==> src/rtl/cfg_prio_arbiter_pkg.sv <==
// Shared types for the configurable priority arbiter: policy select and FSM state encodings.
package arb_pkg;

    typedef enum logic {ARB_FIXED = 1'b0, ARB_RR = 1'b1} arb_mode_e;

    typedef enum logic {ST_IDLE = 1'b0, ST_BUSY = 1'b1} arb_state_e;

endpackage

==> src/rtl/cfg_prio_arbiter_pick.sv <==
// Combinational winner selection: lowest set index (fixed) or first set index at/after ptr (round-robin).
module arb_pick
    import arb_pkg::*;
#(
    parameter int N_REQ = 4,
    parameter int IDX_W = $clog2(N_REQ)
) (
    input  logic [N_REQ-1:0] i_req,
    input  logic [IDX_W-1:0] i_ptr,
    input  arb_mode_e        i_mode,
    output logic [N_REQ-1:0] o_gnt,
    output logic [IDX_W-1:0] o_idx,
    output logic             o_any
);

    logic [N_REQ-1:0] w_rot;
    int               w_sel;

    always_comb begin
        o_gnt = '0;
        o_idx = '0;
        o_any = |i_req;
        w_rot = '0;
        w_sel = 0;
        case (i_mode)
            ARB_FIXED: begin
                for (int i = N_REQ - 1; i >= 0; i--) begin
                    if (i_req[IDX_W'(i)]) o_idx = IDX_W'(i);
                end
            end
            ARB_RR: begin
                // rotate so ptr lands at bit 0, pick lowest, then rotate the index back
                for (int j = 0; j < N_REQ; j++) begin
                    w_rot[IDX_W'(j)] = i_req[IDX_W'((j + int'(i_ptr)) % N_REQ)];
                end
                for (int j = N_REQ - 1; j >= 0; j--) begin
                    if (w_rot[IDX_W'(j)]) w_sel = j;
                end
                o_idx = IDX_W'((w_sel + int'(i_ptr)) % N_REQ);
            end
            default: begin
                o_idx = '0;
                o_any = 1'b0;
            end
        endcase
        if (o_any) o_gnt[o_idx] = 1'b1;
        else       o_idx = '0;
    end

endmodule

==> src/rtl/cfg_prio_arbiter.sv <==
// N-channel request arbiter with runtime fixed/round-robin policy, grant hold and hold-time preemption.
//   state   | meaning
//   ST_IDLE | no grant outstanding; any request triggers arbitration
//   ST_BUSY | one owner holds the grant until release or hold-limit preemption
module cfg_prio_arbiter
    import arb_pkg::*;
#(
    parameter int N_REQ    = 4,
    parameter int MAX_HOLD = 16,
    localparam int IDX_W   = $clog2(N_REQ)
) (
    input  logic             i_clk,
    input  logic             i_rst,
    input  logic [N_REQ-1:0] i_req,
    input  logic             i_mode,
    output logic [N_REQ-1:0] o_gnt,
    output logic [IDX_W-1:0] o_gnt_idx,
    output logic             o_gnt_valid,
    output logic             o_timeout
);

    localparam int HOLD_W = (MAX_HOLD > 0) ? $clog2(MAX_HOLD + 1) : 1;
    localparam logic [HOLD_W-1:0] HOLD_LIM = (MAX_HOLD > 0) ? HOLD_W'(MAX_HOLD - 1) : '0;

    arb_state_e        r_state, w_state_nxt;
    logic [N_REQ-1:0]  r_gnt, w_gnt_nxt;
    logic [IDX_W-1:0]  r_idx, w_idx_nxt;
    logic [IDX_W-1:0]  r_ptr, w_ptr_nxt;
    logic [HOLD_W-1:0] r_hold, w_hold_nxt;
    logic              r_timeout, w_to_nxt;

    logic [N_REQ-1:0]  w_mask;
    logic [N_REQ-1:0]  w_pick_gnt;
    logic [IDX_W-1:0]  w_pick_idx;
    logic              w_pick_any;
    logic              w_owner_req;
    logic              w_at_limit;
    logic              w_take;

    // owner bit is already clear on release and r_gnt is zero in idle, so one mask serves all events
    assign w_mask      = i_req & ~r_gnt;
    assign w_owner_req = |(i_req & r_gnt);
    assign w_at_limit  = (MAX_HOLD != 0) && (r_hold == HOLD_LIM);

    arb_pick #(.N_REQ(N_REQ), .IDX_W(IDX_W)) u_pick (
        .i_req  (w_mask),
        .i_ptr  (r_ptr),
        .i_mode (arb_mode_e'(i_mode)),
        .o_gnt  (w_pick_gnt),
        .o_idx  (w_pick_idx),
        .o_any  (w_pick_any)
    );

    always_ff @(posedge i_clk or posedge i_rst) begin
        if (i_rst) begin
            r_state   <= ST_IDLE;
            r_gnt     <= '0;
            r_idx     <= '0;
            r_ptr     <= '0;
            r_hold    <= '0;
            r_timeout <= 1'b0;
        end else begin
            r_state   <= w_state_nxt;
            r_gnt     <= w_gnt_nxt;
            r_idx     <= w_idx_nxt;
            r_ptr     <= w_ptr_nxt;
            r_hold    <= w_hold_nxt;
            r_timeout <= w_to_nxt;
        end
    end

    always_comb begin
        w_state_nxt = r_state;
        w_gnt_nxt   = r_gnt;
        w_idx_nxt   = r_idx;
        w_ptr_nxt   = r_ptr;
        w_hold_nxt  = r_hold;
        w_to_nxt    = 1'b0;
        w_take      = 1'b0;
        case (r_state)
            ST_IDLE: begin
                if (w_pick_any) begin
                    w_take      = 1'b1;
                    w_state_nxt = ST_BUSY;
                end
            end
            ST_BUSY: begin
                if (!w_owner_req) begin
                    if (w_pick_any) begin
                        w_take = 1'b1;
                    end else begin
                        w_gnt_nxt   = '0;
                        w_idx_nxt   = '0;
                        w_hold_nxt  = '0;
                        w_state_nxt = ST_IDLE;
                    end
                end else if (w_at_limit) begin
                    w_hold_nxt = '0;
                    if (w_pick_any) begin
                        w_take   = 1'b1;
                        w_to_nxt = 1'b1;
                    end
                end else if (MAX_HOLD != 0) begin
                    w_hold_nxt = r_hold + HOLD_W'(1);
                end
            end
            default: begin
                w_state_nxt = ST_IDLE;
                w_gnt_nxt   = '0;
                w_idx_nxt   = '0;
                w_hold_nxt  = '0;
            end
        endcase
        if (w_take) begin
            w_gnt_nxt  = w_pick_gnt;
            w_idx_nxt  = w_pick_idx;
            w_hold_nxt = '0;
            if (i_mode == ARB_RR) w_ptr_nxt = IDX_W'((int'(w_pick_idx) + 1) % N_REQ);
        end
    end

    assign o_gnt       = r_gnt;
    assign o_gnt_idx   = r_idx;
    assign o_gnt_valid = |r_gnt;
    assign o_timeout   = r_timeout;

    a_onehot: assert property (@(posedge i_clk) disable iff (i_rst) $onehot0(o_gnt));
    a_valid:  assert property (@(posedge i_clk) disable iff (i_rst) o_gnt_valid == (|o_gnt));
    a_idx:    assert property (@(posedge i_clk) disable iff (i_rst)
                               o_gnt_valid |-> (o_gnt == (N_REQ'(1) << o_gnt_idx)));
    a_idx0:   assert property (@(posedge i_clk) disable iff (i_rst) !o_gnt_valid |-> (o_gnt_idx == '0));

endmodule

==> config.mk <==
export PLATFORM = sky130hd
export DESIGN_NAME = cfg_prio_arbiter
export DESIGN_NICKNAME = d
export VERILOG_FILES = /design/src/rtl/cfg_prio_arbiter_pkg.sv /design/src/rtl/cfg_prio_arbiter_pick.sv /design/src/rtl/cfg_prio_arbiter.sv
export SDC_FILE = /design/constraint.sdc
export NUM_CORES = 1
export LEC_CHECK = 0
export BUFFER_PORTS_ARGS = -buffer_cell sky130_fd_sc_hd__buf_2
export CAP_MARGIN = 20
export CORE_ASPECT_RATIO = 1.25
export CORE_MARGIN = 2
export CORE_UTILIZATION = 30
export DETAILED_ROUTE_END_ITERATION = 8
export SYNTH_ARGS = -nofsm -noshare
export SYNTH_HDL_FRONTEND = slang
export SYNTH_HIERARCHICAL = 1
export SYNTH_SLANG_ARGS = --single-unit
==> constraint.sdc <==
create_clock -name i_clk -period 2.9 [get_ports i_clk]
set_input_delay 0.145 -clock i_clk [delete_from_list [all_inputs] [get_ports i_clk]]
set_output_delay 0.145 -clock i_clk [all_outputs]
set_load 0.02 [all_outputs]
==> flow_metrics.tcl <==
set metrics [dict create \
    ys_seq_area_frac 0.436 \
    grt_pass1_vias 701 \
    layout_common_cells "dfrtp_1, buf_2, a22o_1" \
    die_height_um 63.9 \
    worstRegToRegCells 9 \
    clockBufferDepth 2 \
    grt-ovfl-total 0 \
    fin_crit_sh 0.813 \
    required_ns 3.07 \
    final_max_slew_viol_count 0 \
    die-area_um2 3320 \
    postCtsSetupBuffers 0 \
    antenna_left 0 \
    cp_max_fo 5 \
    slew_headroom 0.612 \
    syn_avg_cell_area_um2 11.3 \
    hold_path_depth 3 \
    drtIter0Drc 4 \
    dp_hpwl_um 1350 \
    ir_worst_vdd_v 0.000290 \
    crit_type "reg -> reg" \
    ys_warn_count 6 \
    synth_top_area_frac 0.436 \
    cp-start-kind "flop" \
    cts_tree "yes" \
    status "completed" \
    drive_gt1_frac 0.340 \
    wirelength_um 1730 \
    nets 104 \
    root_buffer "clkbuf_4" \
    ys_types 34 \
    io_buffer_count 14 \
    clkTransAtPathRegs_ns 0.08 \
    htreeDepth 1 \
    synth_area_um2 861 \
    die_x_um 51.9 \
    period_minus_slack_ns 2.36 \
    max_slew.worst_pin.slew_ns 0.582 \
    antenna_found_initial 0 \
    holdWs_ns 0.252 \
    arrival_ns 2.53 \
    cap_violations 0 \
    synth_top_area_cell "dfrtp_1" \
    drc 0 \
    vias 672 \
    rows 21 \
    synth.area.top_cells "dfrtp_1, a22o_1, nor2b_1, o21ai_0, mux4_1" \
    gp_routability_congestion 0.747 \
    cts_sinks 15 \
    clock_skew_ns 0.00109 \
    hold_violations 0 \
    grt_pass1_wl_um 3120 \
    fmax_mhz 424 \
    grt_use_total 0.126 \
    grt_max_degree 16 \
    netlist_instances 76 \
    routed_via_density 5.25 \
    power.total_uw 972 \
    setup_viol 0 \
    wire_per_inst_um 13.5 \
    syn_nets 85 \
    cts_buffers 3 \
    critPathCaptureType "flop" \
    start_util 0.318 \
    core_region_area_um2 2710 \
    final_common_cell "dfrtp_1" \
    hp-class "in -> reg" \
    areaGrowthSynthToFinish_pct 16.0 \
    clk_latency_ns 0.28 \
    drt_first_pass_iters 4 \
    synth_seq_cells 15 \
    io_pins 15 \
    diodes 0 \
    power.density_nw_per_um2 973 \
    leakagePower_uw 0.000476 \
    tns_ns 0 \
    rsz0062_at_grt "false" \
]
[per-layer routing]
metal | global-route usage | part of all wire
met1 | 0.149 | 0.41
met2 | 0.204 | 0.54
met3 | 0.0164 | 0.030
met4 | 0.0921 | 0.022
met5 | 0 | 0
[cells in the mapped netlist, drive strengths merged]
master / count
a22o: 8
nor2b: 7
nand2: 4
nor2: 4
inv: 3
buf: 1
xor2: 2
a21o: 1
a211oi: 2
and3: 3
o211ai: 1
nand3: 2
or4: 2
mux4: 1
or2: 1
ha: 2
a22oi: 2
o31ai: 1
mux2: 2
o21ai: 6
and2: 1
a32oi: 1
a21oi: 3
and4b: 1
dfrtp: 15
[layout make-up]
class                   count  area (µm²)
clock buffers               4        26.3
inverters                   3        11.3
well taps                  34        42.5
fillers                   276        1710
flip-flops and latches     15         375
multi-input cells          57         463
repair buffers             15        80.1
[cells by family (layout without fill, tap and decap cells)]
| family | Yosys count | in the layout | share of synthesized area |
|---|---|---|---|
| simple gates | 25 | 25 | 0.193 |
| mux | 3 | 3 | 0.0610 |
| flops | 15 | 15 | 0.436 |
| buf+inv | 4 | 22 | 0.0262 |
| xor+xnor | 2 | 2 | 0.0204 |
| compound gates | 25 | 25 | 0.234 |
| fa+ha+maj | 2 | 2 | 0.0291 |
[registers in the layout, summed over array words and instances (netlist names)]
register and count:
r_ptr 2, o_gnt_idx 2, r_state 1, o_timeout 1
o_gnt 4, r_hold 5
[report_power, final]
group          total (µW)  internal [µW]  switching [µW]
sequential            328            270            58.3
combinational         529            246             283
clock                 115           53.3            61.8
total                 972            569             403
[path summary, 6_finish.rpt]
check / start / to / slack, ns
worst max-delay path: o_gnt[0] / r_ptr[1] / 0.54
max in group asynchronous: i_rst / r_ptr[1] / 2.08
worst min-delay path: i_mode / r_ptr[0] / 0.25
worst min register to register: o_gnt_idx[0] / o_gnt_idx[0] / 0.51
worst max register to register: o_gnt[0] / r_ptr[1] / 0.54
min in group asynchronous: i_rst / o_timeout / 0.46
[repair_timing]
action | CTS | global route
hold buffers | 1 | 0
hold endpoints to repair | 15 | 0
gates resized for setup | 0 | 0
[metrics by stage]
step	instance area [µm²]	worst slack [ns]	util	std cells
3_5_place_dp	962	0.560	0.356	123
3_3_place_gp	962	0.626	0.356	123
2_1_floorplan	861	0.590	-	76
6_report	998	0.541	0.369	128
4_1_cts	998	0.536	0.369	128
5_1_grt	998	0.363	0.369	128
[worst max-delay path, stage by stage (launching register included)]
cell and delay, ns:
dfrtp_1 0.43, nor2b_1 0.30, mux4_1 0.28, inv_1 0.04, ha_1 0.32, nand2_1 0.12
o21ai_0 0.12, and2_1 0.22, xor2_1 0.16, mux2_4 0.25
No activity file was read; power rests on OpenSTA's default activity.
